## src/rtl/uart_tx_fifo_arbiter_pkg.sv

```systemverilog
`default_nettype none
// ============================================================================
// Module  : uart_pkg
// Brief   : Shared types and helpers for the UART TX FIFO write-port arbiter.
// Revision: 1.0
// ============================================================================
package uart_pkg;

  typedef enum logic {ARB_IDLE, ARB_XFER} arb_state_t;

  // Index width that stays at least one bit for tiny counts.
  function automatic int clog2_min1(input int n);
    return (n <= 2) ? 1 : $clog2(n);
  endfunction

endpackage
`default_nettype wire

```

## src/rtl/uart_tx_fifo_arbiter_rr_pick.sv

```systemverilog
`default_nettype none
// ============================================================================
// Module  : rr_pick
// Brief   : Combinational rotating-priority picker (first set bit from ptr).
// Revision: 1.0
// ============================================================================
module rr_pick
  import uart_pkg::*;
#(
  parameter int N = 4
) (
  input  logic [N-1:0]                req,
  input  logic [clog2_min1(N)-1:0]    ptr,
  output logic                        any,
  output logic [clog2_min1(N)-1:0]    idx
);

  localparam int c_W = clog2_min1(N);

  logic [N-1:0]   w_mask;
  logic [2*N-1:0] w_dbl;
  logic           w_found;

  generate
    for (genvar gi = 0; gi < N; gi++) begin : g_mask
      assign w_mask[gi] = (ptr <= c_W'(gi));
    end
  endgenerate

  // Low half holds requests at or above ptr; high half wraps around.
  assign w_dbl = {req, req & w_mask};

  always_comb begin
    any     = |req;
    idx     = '0;
    w_found = 1'b0;
    for (int j = 0; j < 2*N; j++) begin
      if (!w_found && w_dbl[j]) begin
        w_found = 1'b1;
        idx     = (j >= N) ? c_W'(j - N) : c_W'(j);
      end
    end
  end

endmodule
`default_nettype wire

```

## src/rtl/uart_tx_fifo_arbiter.sv

```systemverilog
`default_nettype none
// ============================================================================
// Module  : uart_tx_fifo_arbiter
// Brief   : Round-robin, burst-locked arbiter sharing one TX FIFO write port.
// Revision: 1.0
// ============================================================================
module uart_tx_fifo_arbiter
  import uart_pkg::*;
#(
  parameter int NUM_REQ    = 4,
  parameter int DATA_WIDTH = 8,
  parameter int MAX_BURST  = 16
) (
  input  logic                          clk,
  input  logic                          reset,
  input  logic [NUM_REQ-1:0]            req_valid,
  input  logic [NUM_REQ*DATA_WIDTH-1:0] req_data,
  input  logic [NUM_REQ-1:0]            req_last,
  output logic [NUM_REQ-1:0]            req_ready,
  input  logic                          fifo_full,
  input  logic                          fifo_almost_full,
  output logic                          fifo_wr_en,
  output logic [DATA_WIDTH-1:0]         fifo_din,
  output logic [$clog2(NUM_REQ)-1:0]    grant_id,
  output logic                          busy
);

  localparam int c_ID_W   = clog2_min1(NUM_REQ);
  localparam int c_BEAT_W = $clog2(MAX_BURST + 1);
  localparam logic [c_BEAT_W-1:0] c_LAST_BEAT = c_BEAT_W'(MAX_BURST - 1);
  localparam logic [c_ID_W-1:0]   c_LAST_ID   = c_ID_W'(NUM_REQ - 1);

  arb_state_t              r_state;
  arb_state_t              w_state_nxt;
  logic [c_ID_W-1:0]       r_rr_ptr;
  logic [c_ID_W-1:0]       r_grant_id;
  logic [c_BEAT_W-1:0]     r_beat_cnt;
  logic                    r_wr_en;
  logic [DATA_WIDTH-1:0]   r_din;

  logic                    w_pick_any;
  logic [c_ID_W-1:0]       w_pick_idx;
  logic                    w_stall;
  logic                    w_accept;
  logic                    w_end;
  logic                    w_g_valid;
  logic                    w_g_last;
  logic [DATA_WIDTH-1:0]   w_g_data;
  logic [c_ID_W-1:0]       w_ptr_nxt;

  rr_pick #(
    .N   (NUM_REQ)
  ) u_rr_pick (
    .req (req_valid),
    .ptr (r_rr_ptr),
    .any (w_pick_any),
    .idx (w_pick_idx)
  );

  assign w_g_valid = req_valid[r_grant_id];
  assign w_g_last  = req_last[r_grant_id];
  assign w_g_data  = req_data[r_grant_id*DATA_WIDTH +: DATA_WIDTH];
  assign w_ptr_nxt = (r_grant_id == c_LAST_ID) ? '0 : r_grant_id + 1'b1;

  // The registered write still in flight counts against the last free slot.
  assign w_stall = fifo_full | (r_wr_en & fifo_almost_full);

  always_comb begin
    req_ready   = '0;
    w_accept    = 1'b0;
    w_end       = 1'b0;
    w_state_nxt = r_state;
    case (r_state)
      ARB_IDLE: begin
        if (w_pick_any) w_state_nxt = ARB_XFER;
      end
      ARB_XFER: begin
        req_ready[r_grant_id] = !w_stall;
        w_accept = !w_stall && w_g_valid;
        w_end    = w_accept && (w_g_last || (r_beat_cnt == c_LAST_BEAT));
        if (w_end) w_state_nxt = ARB_IDLE;
      end
      default: w_state_nxt = ARB_IDLE;
    endcase
  end

  always_ff @(posedge clk) begin
    if (reset) r_state <= ARB_IDLE;
    else       r_state <= w_state_nxt;
  end

  always_ff @(posedge clk) begin
    if (reset) begin
      r_rr_ptr   <= '0;
      r_grant_id <= '0;
      r_beat_cnt <= '0;
      r_wr_en    <= 1'b0;
      r_din      <= '0;
    end else begin
      r_wr_en <= w_accept;
      if (w_accept) begin
        r_din      <= w_g_data;
        r_beat_cnt <= r_beat_cnt + 1'b1;
      end
      if (w_end) r_rr_ptr <= w_ptr_nxt;
      if (r_state == ARB_IDLE && w_pick_any) begin
        r_grant_id <= w_pick_idx;
        r_beat_cnt <= '0;
      end
    end
  end

  assign fifo_wr_en = r_wr_en;
  assign fifo_din   = r_din;
  assign grant_id   = r_grant_id;
  assign busy       = (r_state == ARB_XFER);

endmodule
`default_nettype wire

```

## config.mk

```make
export PLATFORM = sky130hd
export DESIGN_NAME = uart_tx_fifo_arbiter
export DESIGN_NICKNAME = d
export VERILOG_FILES = /design/src/rtl/uart_tx_fifo_arbiter_pkg.sv /design/src/rtl/uart_tx_fifo_arbiter_rr_pick.sv /design/src/rtl/uart_tx_fifo_arbiter.sv
export SDC_FILE = /design/constraint.sdc
export NUM_CORES = 1
export LEC_CHECK = 0
export ABC_AREA = 1
export CAP_MARGIN = 20
export CORE_UTILIZATION = 25
export DETAILED_ROUTE_END_ITERATION = 6
export MAX_ROUTING_LAYER = met4
export PLACE_DENSITY = 0.6
export SKIP_CTS_REPAIR_TIMING = 1
export SLEW_MARGIN = 5
export SYNTH_ARGS = -nofsm -noshare
export SYNTH_HDL_FRONTEND = slang
export SYNTH_SLANG_ARGS = --single-unit
export TNS_END_PERCENT = 100
```

## constraint.sdc

```tcl
create_clock -name clk -period 1.6 [get_ports clk]
set_input_delay 0.32 -clock clk [delete_from_list [all_inputs] [get_ports clk]]
set_output_delay 0.32 -clock clk [all_outputs]
set_load 0.05 [all_outputs]
```

## Word level (Yosys, flattened, before mapping)

Index checks and enable logic that the tools add are counted.

- Bits in registers: 19
- Bits of input ports: 44
- Output and inout port bits: 16
- Word-level logic and storage cells: 71

- $add $sub $neg: 2
- Magnitude comparators: 6
- Equality and inequality tests: 2
- Shift operators: 1
- Mux-type cells: 27
- Bitwise logic cells: 5
- Reductions and logical operators: 22

Operators with widths:

| cell | count |
|---|---|
| 32-bit by 6-bit variable part select with 8-bit output | 1 |
| 1-bit two-way mux | 15 |
| 2-bit two-way mux | 7 |
| 1-bit logical AND | 11 |
| 4-bit bitwise AND | 2 |
| 1-bit logical NOT | 8 |
| 5-bit by 1-bit adder with 5-bit output, second input constant | 1 |
| 5-bit by 4-bit == test with 1-bit output, second input constant | 1 |
| 1-bit binary-select mux with 2-bit select | 2 |
| 2-bit by 1-bit <= comparator with 1-bit output, second input constant | 2 |
| 2-bit <= comparator, second input constant | 2 |
| 4-bit two-way mux | 1 |
| 4-bit OR reduction | 1 |
| 2-bit by 3-bit less-than comparator with 1-bit output, second input constant | 1 |
| 2-bit by 1-bit adder with 2-bit output, second input constant | 1 |
| 1-bit demux with 2-bit select | 1 |
| 2-bit == test, second input constant | 1 |
| 2-bit by 1-bit >= comparator with 1-bit output, second input constant | 1 |
| 1-bit one-hot mux with 2 select lines | 1 |
| 2-bit OR reduction | 1 |
| 1-bit bitwise AND | 1 |
| 1-bit logical OR | 1 |
| 1-bit NOT | 1 |
| 1-bit bitwise OR | 1 |

## Longest topological paths before layout

Gate-level depths: netlist of the first run.

- Depth in word-level cells: 24
- Depth in mapped cells: 8
- Gate-level depth less buffers: 8

## Modules after synthesis

Synthesis of the first run repeated with hierarchy kept, for this count alone.

- Cell total of the unflattened synthesis: 215
- Area, all modules: 1,361.3 um^2

By module, submodules not included:

| module | times used | cells an instance | area an instance (um^2) | seq. area each (um^2) |
|---|---|---|---|---|
| uart_tx_fifo_arbiter | 1 | 193 | 1,270.0 | 380.4 |
| rr_pick | 1 | 22 | 91.3 | 0.0 |

## Least setup slack after synthesis of the first run

Ideal clock, no wire load.

- Path type: register -> output
- Start point: register r_grant_id[0] (netlist: grant_id[0])
- End point: output port req_ready[2]
- Arrival: 1.818 ns
- Required time: 1.280 ns
- Setup slack: -0.538 ns
- Cell stages (with the launch flop): 7
- Buffers on the path: 2
- Path through: dfxtp_1 -> inv_1 -> buf_4 -> buf_4 -> ha_1 -> inv_1 -> nor2_1

- Longest elaborated chain between the ends: 6
- Elaborated cells on any way between the ends: 7
- Classes of those cells: order compare (2); mux (3); bitwise (1); reduce/logical (1)

RTL lines:

| what | line | RTL |
|---|---|---|
| start, declared | uart_tx_fifo_arbiter.sv:36 | `logic [c_ID_W-1:0] r_grant_id;` |
| start signal, assigned | uart_tx_fifo_arbiter.sv:107 | `r_grant_id <= w_pick_idx;` |
| 2-bit by 3-bit less-than comparator with 1-bit output (implied by the code) or 2-bit by 1-bit >= comparator with 1-bit output (tied branches) | uart_tx_fifo_arbiter.sv:78 | `req_ready[r_grant_id] = !w_stall;` |
| 1-bit logical AND (implied by the code) | uart_tx_fifo_arbiter.sv:78 |  |
| 1-bit two-way mux (implied by the code) | uart_tx_fifo_arbiter.sv:78 |  |
| 1-bit demux with 2-bit select (*) | uart_tx_fifo_arbiter.sv:78 |  |
| 4-bit bitwise AND (no source line) (*) | -- |  |
| 4-bit two-way mux (*) | uart_tx_fifo_arbiter.sv:73 | `case (r_state)` |
| end, declared | uart_tx_fifo_arbiter.sv:19 | `output logic [NUM_REQ-1:0] req_ready,` |

Mark *: on every way between the ends. The rest lies on a longest branch, timed or not.

## Worst setup path after layout of the first run

- Start point: register r_wr_en (netlist: fifo_wr_en)
- End point: output port req_ready[1]

- Longest elaborated chain between the ends: 5

RTL lines:

| what | line | RTL |
|---|---|---|
| start, declared | uart_tx_fifo_arbiter.sv:38 | `logic r_wr_en;` |
| start signal, assigned | uart_tx_fifo_arbiter.sv:100 | `r_wr_en <= w_accept;` |
| 1-bit bitwise AND | uart_tx_fifo_arbiter.sv:66 | `assign w_stall = fifo_full \| (r_wr_en & fifo_almost_full);` |
| 1-bit bitwise OR | uart_tx_fifo_arbiter.sv:66 |  |
| 1-bit logical NOT | uart_tx_fifo_arbiter.sv:78 |  |
| 4-bit bitwise AND (no source line) | -- |  |
| 4-bit two-way mux | uart_tx_fifo_arbiter.sv:73 |  |

No other way between the ends.

==> results of run 1 <==
==> layout make-up <==
cell class,count,area (um2)
fillers,527,2579
repair buffers,79,780.7
multi-input cells,146,768.2
flip-flops and latches,19,392.9
inverters,24,103.9
well taps,67,83.83
clock buffers,3,41.29
clock inverters,1,5.005
==> registers in the layout (all words and copies together), names as in the netlist <==
register	flops
r_beat_cnt	5
busy	1
grant_id	2
fifo_din	8
r_rr_ptr	2
fifo_wr_en	1
==> power by group through the flow <==
stage	registers [uW]	logic [uW]	clock network, uW
finish	525	572	346
CTS	530	540	350
floorplan	612	219	0
global route	530	629	378
global placement	540	536	0
detailed placement	540	539	0
==> worst min path at each step <==
stage / end / slack [ns] / depth (start not counted)
2_1_floorplan: r_rr_ptr[0] / 0.39 / 1
3_3_place_gp: r_beat_cnt[1] / 0.47 / 2
3_5_place_dp: r_beat_cnt[1] / 0.48 / 2
4_1_cts: r_beat_cnt[1] / 0.49 / 2
5_1_grt: r_beat_cnt[1] / 0.50 / 2
6_report: r_beat_cnt[1] / 0.49 / 2
==> through the flow <==
step	setup WS (ns)	cell area (um2)	cells	setup TNS (ns)
3_3_place_gp	-0.2031	2038	329	-1.857
5_1_grt	-0.03882	2176	339	-0.07294
6_report	0.04757	2176	339	0
4_1_cts	-0.2083	2085	333	-0.8123
3_5_place_dp	-0.2099	2038	329	-1.975
2_1_floorplan	0.01130	1280	197	0
==> synthesized netlist by cell type (all sizes together) <==
cell | count | area share, %
nand4 | 1 | 0.50
a31oi | 1 | 0.50
nand2 | 32 | 9.7
nor2 | 46 | 15
o21ai | 27 | 11
inv | 24 | 7.2
clkbuf | 2 | 0.60
o22ai | 8 | 4.0
xnor2 | 1 | 0.70
nand3 | 12 | 5.6
dfxtp | 19 | 31
ha | 6 | 6.0
or2 | 1 | 0.50
a21oi | 10 | 4.0
buf | 6 | 3.9
and3 | 1 | 0.50
==> worst max-delay path, stage by stage (launching register included) <==
cell,delay (ns)
dfxtp_2,0.33
nand2_2,0.05
inv_2,0.04
nor2_4,0.15
clkinv_4,0.12
nor2_4,0.14
buf_12,0.14
==> cell families after synthesis <==
logic type,Yosys count
flip-flops,19
adder cells (fa/ha/maj),6
AO/OA/AOI/OAI,46
buffers and inverters,32
XOR/XNOR,1
AND/OR/NAND/NOR,93
==> layer usage <==
layer,global-route usage [%],vias up,share of wire [%]
met1,19.12,659,45
met4,5.229,0,1.4
met3,3.056,5,5.9
met2,26.38,47,48
li1,-,786,-
met5,-,-,0
==> cells in the final DEF, fill, tap and decap left out, drive strengths merged <==
cell type      netlist  final
ha                   6      6
nand2               32     32
nor2                46     46
a21oi               10     10
clkdlybuf4s50        0     41
nand4                1      1
or2                  1      1
clkinv               0      2
clkbuf               2      3
inv                 24     22
buf                  6     36
o22ai                8      8
o21ai               27     27
and3                 1      1
dlymetal6s2s         0      2
dfxtp               19     19
clkinvlp             0      1
nand3               12     12
a31oi                1      1
xnor2                1      1
==> flow_summary_export.csv, run 1 <==
group,metric,value,unit
synthesis,synth_top_family_by_area,"simple AND/OR/NAND/NOR gates",
synthesis,syn_area,1244,um2
critical_path,crit_type,"flop to output port",
timing,relSlewSlack,85.88,%
floorplanning,rows,25,
hold_path,hold_class,"flop to flop",
pwr,pwr-share-clk,24.0,%
synthesis,synth.ff_latch_count,19,
timing,holdWs,0.4896,ns
place,portBuffers,59,
cells_and_area,n_antenna_cell,0,
clock_network,path_clk_slew,0.08,ns
routing,drc,0,
routing,drt_iter0_drc,55,
place,hpwl,2.844,mm
synthesis,synth_nets,247,
clock_network,numCtsBuffers,3,
critical_path,worst_r2r_startpoint,"r_beat_cnt[0]",
pwr,p_int,943.9,uW
clock_network,cts_root_buf,"clkbuf_8",
critical_path,r2r_setup_slack,0.15,ns
outcome,status,"completed",
global_routing,grt_pass1_vias,1445,
pwr,pwr-share-comb,39.6,%
hold_path,min-delay-start,"r_beat_cnt[1]",
timing,fin_crit_sh,97.03,%
critical_path,path_max_fanout,4,
critical_path,cp.arrival,1.23,ns
global_routing,grt_usage,15.82,%
floorplanning,coreArea,4755,um2
cells_and_area,nNetsFinal,323,
synthesis,synth_cells,197,
clock_network,h-tree-depth,1,
flow_run,maxCapViolations,0,
synthesis,yosys.area_share.simple,31.49,%
pwr,leakage,0.0009657,uW
synthesis,synth_mux_area_share,0,%
floorplanning,die_area,5261,um2
cells_and_area,fin_util,45.76,%
synthesis,avgSynthCellArea,6.313,um2
timing,period_minus_slack,1.552,ns
critical_path,end_kind,"output port",
floorplanning,ios,60,
synthesis,yosysSeqAreaShare,30.58,%
routing,ant_nets,0,
pwr,p_seq_share,36.4,%
routing,post_drt_wl_per_cell,10.72,um
critical_path,reg2reg_depth,8,
clock_network,clockBufferDepth,2,
timing,fmax,644.2,MHz
critical_path,startpoint,"fifo_wr_en",
pwr,ir_drop,0.0003021,V
synthesis,synth-compound-area-share,19.42,%
pwr,switchingPower,499.0,uW
timing,finalClockSkew,0.003524,ns
global_routing,grt_pass1_wl,6.306,mm
timing,worst_pin_slew,0.2112,ns
clock_network,tritoncts,"yes",
timing,setup_viol_count_final,0,
global_routing,antenna_found_initial,0,
timing,drv_slew,0,
timing,hold_viol_final,0,
synthesis,synth_fa_ha_area_share,6.036,%
routing,routed_wl,3.634,mm
routing,num_vias,1497,
synthesis,synth-xor-area-share,0.7042,%
pwr,p_per_area,663.2,nW/um2
clock_network,cts.sinks,19,
synthesis,ys.warnings.count,0,
cells_and_area,area_delta_synth_final,74.95,%
floorplanning,initial_core_util,26.16,%
global_routing,grt_max_degree,20,
critical_path,crit_required,1.28,ns
timing,rsz0062_at_grt,"yes",
pwr,swShare,34.58,%
floorplanning,die_x,72.53,um
pwr,total_power,1443,uW
critical_path,critPathLaunchType,"flop",
routing,drt-pass1-iter-count,4,
cells_and_area,drive_above_1_share,23.90,%
clock_network,worstSkewPairLatency,0.26,ns
global_routing,grt-ovfl-total,0,
floorplanning,die_y,72.53,um
critical_path,cp-endpoint,"req_ready[1]",
routing,via_per_inst,4.416,
place,globalplace.congestion,0.7926,
synthesis,synth.distinct_cells,21,
critical_path,reg2reg_to,"r_rr_ptr[1]",
No activity file was read; power rests on OpenSTA's default activity.
==> run 2: changes to the inputs <==
- GPL_ROUTABILITY_DRIVEN: default -> 1
==> results of run 2 <==
The final DEF is identical to that of run 1; final timing and power are the same.
